File: src/rtl/led_scan_controller_if.sv
// ----------------------------------------------------------------------------
// led_scan_controller_if
//
// Bundles the scan controller's outputs: the pixel_generator index bus and
// the panel connector signals.
//   col_count   [4:0]  column index to pixel_generator
//   row_count   [2:0]  row-pair index to pixel_generator
//   panel_clk          panel shift clock
//   panel_lat          panel latch, active high
//   panel_oe_n         panel output enable, active low
//   panel_addr  [2:0]  panel row address
//   frame_done         one-cycle pulse at the end of the last row's display
//
// Modports: master (driven by the scan controller), slave (observers).
// ----------------------------------------------------------------------------
interface led_scan_controller_if;
    logic [4:0] col_count;
    logic [2:0] row_count;
    logic       panel_clk;
    logic       panel_lat;
    logic       panel_oe_n;
    logic [2:0] panel_addr;
    logic       frame_done;

    modport master (
        output col_count,
        output row_count,
        output panel_clk,
        output panel_lat,
        output panel_oe_n,
        output panel_addr,
        output frame_done
    );

    modport slave (
        input col_count,
        input row_count,
        input panel_clk,
        input panel_lat,
        input panel_oe_n,
        input panel_addr,
        input frame_done
    );
endinterface

File: src/rtl/led_scan_controller.sv
// ----------------------------------------------------------------------------
// led_scan_controller
//
// Sequences an RGB LED matrix panel scan. Per row: shift COLS columns with
// the panel blanked, one BLANK cycle that loads the row address, LATCH for
// LATCH_CYCLES, then DISPLAY for DISPLAY_CYCLES with the panel enabled.
// Runs through ROWS row pairs per frame and pulses frame_done after the last.
//
// Ports:
//   clk         system clock, rising edge
//   reset       asynchronous, active-low reset
//   enable      run scan (level); a row in progress always completes
//   brightness  [7:0] display duty, only with LED_SCAN_BRIGHTNESS_EN defined
//   scan        led_scan_controller_if.master: pixel index + panel signals
//
// Optional feature macro: LED_SCAN_BRIGHTNESS_EN. When defined, panel_oe_n is
// low only for the first brightness*(DISPLAY_CYCLES/256) cycles of DISPLAY;
// otherwise it is low for the whole DISPLAY state.
//
// All outputs are registered; their next values are derived from the
// next-state signals so each output lines up with the state it belongs to.
// ----------------------------------------------------------------------------
module led_scan_controller #(
    parameter int unsigned COLS           = 32,
    parameter int unsigned ROWS           = 8,
    parameter int unsigned CLK_DIV        = 2,
    parameter int unsigned LATCH_CYCLES   = 2,
    parameter int unsigned DISPLAY_CYCLES = 256
) (
    input  logic                  clk,
    input  logic                  reset,
    input  logic                  enable,
`ifdef LED_SCAN_BRIGHTNESS_EN
    input  logic [7:0]            brightness,
`endif
    led_scan_controller_if.master scan
);

    localparam int unsigned PW = $clog2(2 * CLK_DIV);
    localparam int unsigned LW = $clog2(LATCH_CYCLES) + 1;
    localparam int unsigned DW = $clog2(DISPLAY_CYCLES);

    localparam logic [PW-1:0] P_LAST    = PW'(2 * CLK_DIV - 1);
    localparam logic [PW-1:0] P_HIGH    = PW'(CLK_DIV);
    localparam logic [4:0]    COL_LAST  = 5'(COLS - 1);
    localparam logic [2:0]    ROW_LAST  = 3'(ROWS - 1);
    localparam logic [LW-1:0] LAT_LAST  = LW'(LATCH_CYCLES - 1);
    localparam logic [DW-1:0] DISP_LAST = DW'(DISPLAY_CYCLES - 1);

    typedef enum logic [2:0] {
        StIdle,
        StShift,
        StBlank,
        StLatch,
        StDisplay
    } state_e;

    state_e        state_q, state_d;
    logic [PW-1:0] p_q, p_d;
    logic [4:0]    col_q, col_d;
    logic [2:0]    row_q, row_d;
    logic [2:0]    addr_q, addr_d;
    logic [LW-1:0] lat_cnt_q, lat_cnt_d;
    logic [DW-1:0] disp_q, disp_d;
    logic          frame_done_q, frame_done_d;
    logic          panel_clk_q, panel_clk_d;
    logic          panel_lat_q, panel_lat_d;
    logic          panel_oe_n_q, panel_oe_n_d;
    logic          display_on;

    // Next-state logic
    always_comb begin
        state_d      = state_q;
        p_d          = p_q;
        col_d        = col_q;
        row_d        = row_q;
        addr_d       = addr_q;
        lat_cnt_d    = lat_cnt_q;
        disp_d       = disp_q;
        frame_done_d = 1'b0;

        unique case (state_q)
            StIdle: begin
                if (enable) begin
                    state_d = StShift;
                    p_d     = '0;
                    col_d   = '0;
                end
            end
            StShift: begin
                if (p_q == P_LAST) begin
                    p_d = '0;
                    if (col_q == COL_LAST) begin
                        col_d   = '0;
                        state_d = StBlank;
                    end else begin
                        col_d = col_q + 5'd1;
                    end
                end else begin
                    p_d = p_q + 1'b1;
                end
            end
            StBlank: begin
                addr_d    = row_q;
                lat_cnt_d = '0;
                state_d   = StLatch;
            end
            StLatch: begin
                if (lat_cnt_q == LAT_LAST) begin
                    lat_cnt_d = '0;
                    disp_d    = '0;
                    state_d   = StDisplay;
                end else begin
                    lat_cnt_d = lat_cnt_q + 1'b1;
                end
            end
            StDisplay: begin
                if (disp_q == DISP_LAST) begin
                    disp_d       = '0;
                    row_d        = (row_q == ROW_LAST) ? 3'd0 : row_q + 3'd1;
                    frame_done_d = (row_q == ROW_LAST);
                    state_d      = enable ? StShift : StIdle;
                end else begin
                    disp_d = disp_q + 1'b1;
                end
            end
            default: begin
                state_d = StIdle;
            end
        endcase
    end

`ifdef LED_SCAN_BRIGHTNESS_EN
    logic [7:0]  bright_q, bright_d;
    logic [DW:0] on_limit;

    // Brightness is captured on the edge entering DISPLAY so the whole row
    // uses one duty value; the first DISPLAY cycle already sees the new value.
    always_comb begin
        bright_d = bright_q;
        if (state_d == StDisplay && state_q != StDisplay) begin
            bright_d = brightness;
        end
        on_limit   = (DW + 1)'(bright_d) * (DW + 1)'(DISPLAY_CYCLES / 256);
        display_on = (state_d == StDisplay) && ({1'b0, disp_d} < on_limit);
    end

    always_ff @(posedge clk or negedge reset) begin
        if (!reset) begin
            bright_q <= '0;
        end else begin
            bright_q <= bright_d;
        end
    end
`else
    always_comb begin
        display_on = (state_d == StDisplay);
    end
`endif

    // Registered outputs follow the next state
    always_comb begin
        panel_clk_d  = (state_d == StShift) && (p_d >= P_HIGH);
        panel_lat_d  = (state_d == StLatch);
        panel_oe_n_d = !display_on;
    end

    always_ff @(posedge clk or negedge reset) begin
        if (!reset) begin
            state_q      <= StIdle;
            p_q          <= '0;
            col_q        <= '0;
            row_q        <= '0;
            addr_q       <= '0;
            lat_cnt_q    <= '0;
            disp_q       <= '0;
            frame_done_q <= 1'b0;
            panel_clk_q  <= 1'b0;
            panel_lat_q  <= 1'b0;
            panel_oe_n_q <= 1'b1;
        end else begin
            state_q      <= state_d;
            p_q          <= p_d;
            col_q        <= col_d;
            row_q        <= row_d;
            addr_q       <= addr_d;
            lat_cnt_q    <= lat_cnt_d;
            disp_q       <= disp_d;
            frame_done_q <= frame_done_d;
            panel_clk_q  <= panel_clk_d;
            panel_lat_q  <= panel_lat_d;
            panel_oe_n_q <= panel_oe_n_d;
        end
    end

    assign scan.col_count  = col_q;
    assign scan.row_count  = row_q;
    assign scan.panel_addr = addr_q;
    assign scan.panel_clk  = panel_clk_q;
    assign scan.panel_lat  = panel_lat_q;
    assign scan.panel_oe_n = panel_oe_n_q;
    assign scan.frame_done = frame_done_q;

endmodule

File: src/flat_wrapper.sv
// flat-port wrapper written by rule: the top's interface ports become plain ports
module led_scan_controller_flat 
#(
    parameter int unsigned COLS           = 32,
    parameter int unsigned ROWS           = 8,
    parameter int unsigned CLK_DIV        = 2,
    parameter int unsigned LATCH_CYCLES   = 2,
    parameter int unsigned DISPLAY_CYCLES = 256
)
  (clk, reset, enable, scan_col_count, scan_row_count, scan_panel_clk, scan_panel_lat, scan_panel_oe_n, scan_panel_addr, scan_frame_done);
  led_scan_controller_if scan_i ();
  input  logic clk;
  input  logic reset;
  input  logic enable;
  output wire logic [$bits(scan_i.col_count)-1:0] scan_col_count;
  output wire logic [$bits(scan_i.row_count)-1:0] scan_row_count;
  output wire logic [$bits(scan_i.panel_clk)-1:0] scan_panel_clk;
  output wire logic [$bits(scan_i.panel_lat)-1:0] scan_panel_lat;
  output wire logic [$bits(scan_i.panel_oe_n)-1:0] scan_panel_oe_n;
  output wire logic [$bits(scan_i.panel_addr)-1:0] scan_panel_addr;
  output wire logic [$bits(scan_i.frame_done)-1:0] scan_frame_done;
  assign scan_col_count = scan_i.col_count;
  assign scan_row_count = scan_i.row_count;
  assign scan_panel_clk = scan_i.panel_clk;
  assign scan_panel_lat = scan_i.panel_lat;
  assign scan_panel_oe_n = scan_i.panel_oe_n;
  assign scan_panel_addr = scan_i.panel_addr;
  assign scan_frame_done = scan_i.frame_done;
  led_scan_controller #(.COLS(COLS), .ROWS(ROWS), .CLK_DIV(CLK_DIV), .LATCH_CYCLES(LATCH_CYCLES), .DISPLAY_CYCLES(DISPLAY_CYCLES)) u_core (.clk(clk), .reset(reset), .enable(enable), .scan(scan_i));
endmodule
File: config.mk
export PLATFORM = sky130hd
export DESIGN_NAME = led_scan_controller_flat
export DESIGN_NICKNAME = d
export VERILOG_FILES = /design/src/rtl/led_scan_controller_if.sv /design/src/rtl/led_scan_controller.sv /design/src/flat_wrapper.sv
export SDC_FILE = /design/constraint.sdc
export NUM_CORES = 1
export LEC_CHECK = 0
export ABC_AREA = 1
export CORE_MARGIN = 5
export CORE_UTILIZATION = 30
export CTS_CLUSTER_DIAMETER = 50
export DETAILED_ROUTE_END_ITERATION = 8
export GPL_TIMING_DRIVEN = 1
export PLACE_DENSITY = 0.49
export SYNTH_ARGS = -nofsm -noshare
export SYNTH_HDL_FRONTEND = slang
export SYNTH_SLANG_ARGS = --single-unit
export TNS_END_PERCENT = 20
File: constraint.sdc
create_clock -name clk -period 2.1 [get_ports clk]
set_clock_uncertainty 0.15 [all_clocks]
set_input_delay 0.42 -clock clk [delete_from_list [all_inputs] [get_ports clk]]
set_output_delay 0.42 -clock clk [all_outputs]
set_load 0.005 [all_outputs]
# --- Word-level counts from Yosys, hierarchy flattened ---
# Index checks and enable logic that the tools add are counted.
totals:
  register_bits: 30
  output_inout_bits: 15
  in_bits: 3
  word_cells: 63
classes:
  reduce_logical: 9
  eq_ne: 15
  muxes: 22
  order_cmp: 1
  addsub: 5
op_table:
  columns: ["operator", "n"]
  rows:
  - ["two-way mux 3 bit", 6]
  - ["two-way mux 8 bit", 2]
  - ["one-hot mux 8 bit (2 select lines)", 1]
  - ["two-way mux 5 bit", 3]
  - ["one-hot mux 3 bit (5 select lines)", 1]
  - ["one-hot mux 5 bit (2 select lines)", 1]
  - ["equality test 3 x 2 -> 1 bit, second input constant", 3]
  - ["equality test 3 bit, second input constant", 3]
  - ["adder 8 x 1 -> 8 bit, second input constant", 1]
  - ["equality test 8 bit, second input constant", 1]
  - ["one-hot mux 2 bit (2 select lines)", 2]
  - ["equality test 3 x 1 -> 1 bit, second input constant", 2]
  - ["two-way mux 2 bit", 3]
  - ["nonzero test 2 bit", 3]
  - ["adder 5 x 1 -> 5 bit, second input constant", 1]
  - ["equality test 5 bit, second input constant", 1]
  - ["adder 2 x 1 -> 2 bit, second input constant", 2]
  - ["inequality test 2 x 1 -> 1 bit, second input constant", 2]
  - ["AND reduction 2 bit", 2]
  - ["adder 3 x 1 -> 3 bit, second input constant", 1]
  - ["logical NOT 3 bit", 1]
  - ["two-way mux 1 bit", 3]
  - ["AND reduction 3 bit", 1]
  - ["equality test 2 x 1 -> 1 bit, second input constant", 1]
  - ["5 further kinds", 5]

# --- Longest topological paths before layout ---
logic_depth:
  ltp_word: 6
  mapped_depth: 13
  mapped_depth_nobuf: 13

# --- Worst setup path after synthesis ---
# Ideal clock, no wire load.
synth_timing:
  path_type: "reg2reg"
  startpoint: "reg u_core.col_q[0] (netlist: u_core.scan.col_count[0])"
  endpoint: "reg u_core.panel_clk_q (netlist: u_core.scan.panel_clk)"
  setup_slack_ns: 0.540
  setup_ns: 0.063
  stages_incl_launch_ff: 14
  n_path_buf: 0
  arrival_time_ns: 1.348
  required_time_ns: 1.887
  period_less_slack_ns: 1.560
  cell_sequence: "dfrtp_1 > ha_1 > nand2_1 > nor2_1 > ha_1 > nand2_1 > inv_1 > nand3_1 > nand2_1 > inv_1 > nand2_1 > nor2_1 > nand2_1 > inv_1"
synth_via:
  elab_chain_len: 6
synth_rtl:
  columns: ["element", "line_no", "text"]
  rows:
  - ["from (decl)", "led_scan_controller.sv:60", "logic [4:0] col_q, col_d;"]
  - ["from (signal assigned)", "led_scan_controller.sv:184", "col_q <= col_d;"]
  - ["equality test 5 bit", "led_scan_controller.sv:93", "if (col_q == COL_LAST) begin"]
  - ["two-way mux 3 bit", "led_scan_controller.sv:93", null]
  - ["two-way mux 3 bit", "led_scan_controller.sv:91", "if (p_q == P_LAST) begin"]
  - ["one-hot mux 3 bit (5 select lines)", "led_scan_controller.sv:82", "unique case (state_q)"]
  - ["named net u_core.state_d[1]", "led_scan_controller.sv:58", "state_e state_q, state_d;"]
  - ["equality test 3 x 1 -> 1 bit", "led_scan_controller.sv:163", "panel_clk_d = (state_d == StShift) && (p_d >= P_HIGH);"]
  - ["logical AND 1 bit", "led_scan_controller.sv:163", null]
  - ["named net u_core.panel_clk_d", "led_scan_controller.sv:66", "logic panel_clk_q, panel_clk_d;"]
  - ["to (signal assigned)", "led_scan_controller.sv:190", "panel_clk_q <= panel_clk_d;"]
  - ["to (decl)", "led_scan_controller.sv:66", null]
# The timed path passes the listed nets, and every way through them passes these cells.
# A chain may end at the register's enable or synchronous reset.

# --- Final worst setup path ---
layout_timing:
  startpoint: "reg u_core.panel_oe_n_q (netlist: u_core.scan.panel_oe_n)"
  endpoint: "out scan_panel_oe_n"
layout_rtl:
  columns: ["element", "line_no", "text"]
  rows:
  - ["from (decl)", "led_scan_controller.sv:68", "logic panel_oe_n_q, panel_oe_n_d;"]
  - ["from (signal assigned)", "led_scan_controller.sv:192", "panel_oe_n_q <= panel_oe_n_d;"]
  - ["to (decl)", "flat_wrapper.sv:19", "output wire logic [$bits(scan_i.panel_oe_n)-1:0] scan_panel_oe_n;"]
# No word-level cell between the ends.

==> run summary <==
• finished clean — result of the run
• 0.338 ns — hold slack final
• 0 — Max Slew Vio Count
• 0.225 mW — total net switching power
• nand2_1 — commonest non-fill, non-tap cell in the layout
• 36 — detailed router's first-iteration violation count
• 0 — PostCTS Resize Cnt
• 30.6% — initial standard-cell utilization of the core
• 4 — TritonRoute pass-1 iters
• 0 — count of endpoints failing setup in the final report
• 1.29 ns — crit path DAT
• 0.51 ns — highest cell delay on the worst timing path
• 10.3% — total global routing track utilization
• flip-flop — Worst Setup Start Kind
• 0 — synthesis warning total
• 1.86 ns — final critical-path required period
• 0.00623 sq mm — total die area
• 0.00143 sq mm — synthesized cell area
• clkbuf_8 — CTS Root Buffer Type
• 2050 um — HPWL after DPL
• 4.43 — per-cell via count in the routed design
• 11.0 um — average wire length per cell after detail routing
• 608 mW/mm^2 — power per standard cell area
• 100% — post-synthesis async set-or-reset flop share
• 1,121 — via count of the first global-routing pass
• 241 — post-placement cell count
• 54.0% — sequential cell fraction of total power
• 45 x nand2_1, 31 x inv_1, 29 x dfrtp_1 — most frequent cells in the layout
• 31 — largest net degree at the start of global routing
• 0 — diodes inserted
• 0.385 ns — actual slew at the worst max-slew pin
• 169 — Mapped Cells
• 0 — antenna violations before repair
• 0.000242 V — Worst IR Drop VDD
• 0 — number of nets still failing antenna checks after routing
• dfrtp_1 — Post-synth top flop
• 18 — number of placed I/O pins
• 44.5% — part of the power in the clock network
• 1.53 ns — WP data required
• 0 — detailed-route DRC error count
• 0 ns — Post-Route Setup TNS
• 1.6% — proportion of power drawn by combinational gates
• dfstp_2 — Critical-path top delay cell
• reg -> reg — Hold Path Class
• 74.3% — Max transition margin
• false — setup repair after global routing missed its margin
• 30 — clk sink count
• 0.00466 sq mm — area inside the core boundary
• 2750 um — wire length after detailed routing
• 203 — nets@finish
• flip-flops — Largest delay share family, worst path
• 21.0% — switching share of power
• 249 — number of non-filler instances in the completed layout
• 7.69% — fraction of layout cells with a size suffix above 1
• 1 — buffering stage count on the worst path with inverters included
• 0.28 ns — Clock Latency Late Sink
• 0 — number of flops mapped to enable cells by yosys
• 4860 um — first-pass GRT wire length
• 1,104 — Via Count
• 0 — number of setup buffers added after CTS
• 0 — gr ovfl total
• 8.43 sq um — syn avg cell area
• output port — Critical Path End Type
• 0.06 ns — post-CTS clock slew at the launch and capture registers of the worst setup and hold paths
• 30 — total of flip-flops plus latches after synthesis
• 0 — endpoints failing hold
• 0.847 mW — design internal power
• 0.874 nW — Lkg Pwr
• 538 MHz — maximum operating frequency
• 1 — crit-path max FO
• 178 — Post-Syn Nets
• 23.6% — layout overhead on the synthesized area
• 5 — number of CTS-inserted buffers
• built — CTS tree
• 0.754 — gpl congestion
• 52.8% — proportion of synthesized chip area in sequential cells
• 0.00167 sq mm — placement-stage cell area
• 2 — H-tree depth reported by CTS
• 78.9 um — vertical die dimension
• 25 — row cnt
• 17 — number of buffer cells added on primary ports
• 0.00176 sq mm — post-layout instance area
• 88.5% — final worst-path cycle share
• 78.9 um — horizontal die dimension
• clkdlybuf4s50_1 — cells traversed along the worst timing path
• 0 — Hold-fix buffers, CTS
• reg -> out — category of the critical setup timing path
• 0 — total of max-cap violations
• 21 — count of different cell masters after synthesis
• 2 — deepest clock path buffer count
[kinds of logic (layout without fill, tap and decap cells)]
logic type | after synthesis | in the layout | synth area share, %
compound gates | 22 | 22 | 9.13
xor+xnor | 3 | 3 | 1.84
fa+ha+maj | 6 | 6 | 5.27
buf+inv | 32 | 58 | 8.43
flops | 30 | 30 | 52.8
mux | 1 | 1 | 0.702
simple gates | 75 | 75 | 21.9
[power groups by stage]
stage	clock (mW)	combinational [mW]	sequential (mW)
finish	0.476	0.0166	0.578
global route	0.533	0.0203	0.577
CTS	0.503	0.0181	0.578
detailed placement	0	0.0179	0.589
global placement	0	0.0176	0.589
floorplan	0	0.000360	0.589
[final timing paths]
path / from / to / slack, ns / depth (start not counted)
setup / recovery: u_core.scan.panel_oe_n / scan_panel_oe_n / 0.24 / 1
hold / removal: u_core.scan.panel_addr[2] / u_core.scan.panel_addr[2] / 0.34 / 2
setup reg to reg: u_core.scan.col_count[0] / u_core.scan.panel_clk / 0.40 / 13
hold reg to reg: u_core.scan.panel_addr[2] / u_core.scan.panel_addr[2] / 0.34 / 2
max in group asynchronous: reset / u_core.scan.panel_oe_n / 1.10 / 2
min in group asynchronous: reset / u_core.scan.panel_addr[1] / 0.38 / 2
[area by class of cell]
cell class,instances,area (sq um)
Clock buffer,7,86.3
Tap cell,54,67.6
Clock inverter,1,5.00
Sequential cell,30,752
Timing Repair Buffer,18,178
Multi-Input combinational cell,107,553
Inverter,32,120
Fill cell,473,2900
[synth_stat cells (all sizes together), types with 3 or more instances]
master	n	area (sq um)
nand2	47	181
nand3	14	70.1
a21oi	6	41.3
o21ai	11	55.1
ha	6	75.1
nor2	12	47.6
inv	32	120
xor2	3	26.3
o22ai	3	18.8
dfrtp	29	726
[per-layer routing]
| metal | global-route usage, % | part of all wire, % |
|---|---|---|
| met4 | 5.15 | 2.1 |
| met5 | 0 | 0 |
| met2 | 17.3 | 47 |
| met1 | 11.1 | 45 |
| met3 | 4.08 | 5.5 |
[registers in the layout (all words and copies together) (netlist names)]
signal,flops
u_core.scan.frame_done,1
u_core.scan.row_count,3
u_core.scan.panel_addr,3
u_core.lat_cnt_q,2
u_core.scan.panel_lat,1
u_core.scan.panel_clk,1
u_core.scan.panel_oe_n,1
u_core.scan.col_count,5
u_core.state_q,3
u_core.disp_q,8
u_core.p_q,2
[metrics by stage]
step / power (mW) / setup slack [ns] / util, %
finish: 1.07 / 0.242 / 37.8
global route: 1.13 / 0.186 / 37.8
CTS: 1.10 / 0.220 / 37.8
detailed placement: 0.607 / 0.305 / 35.8
global placement: 0.606 / 0.342 / 35.8
floorplan: 0.589 / 0.540 / -
(Power assumes the default switching activity.)
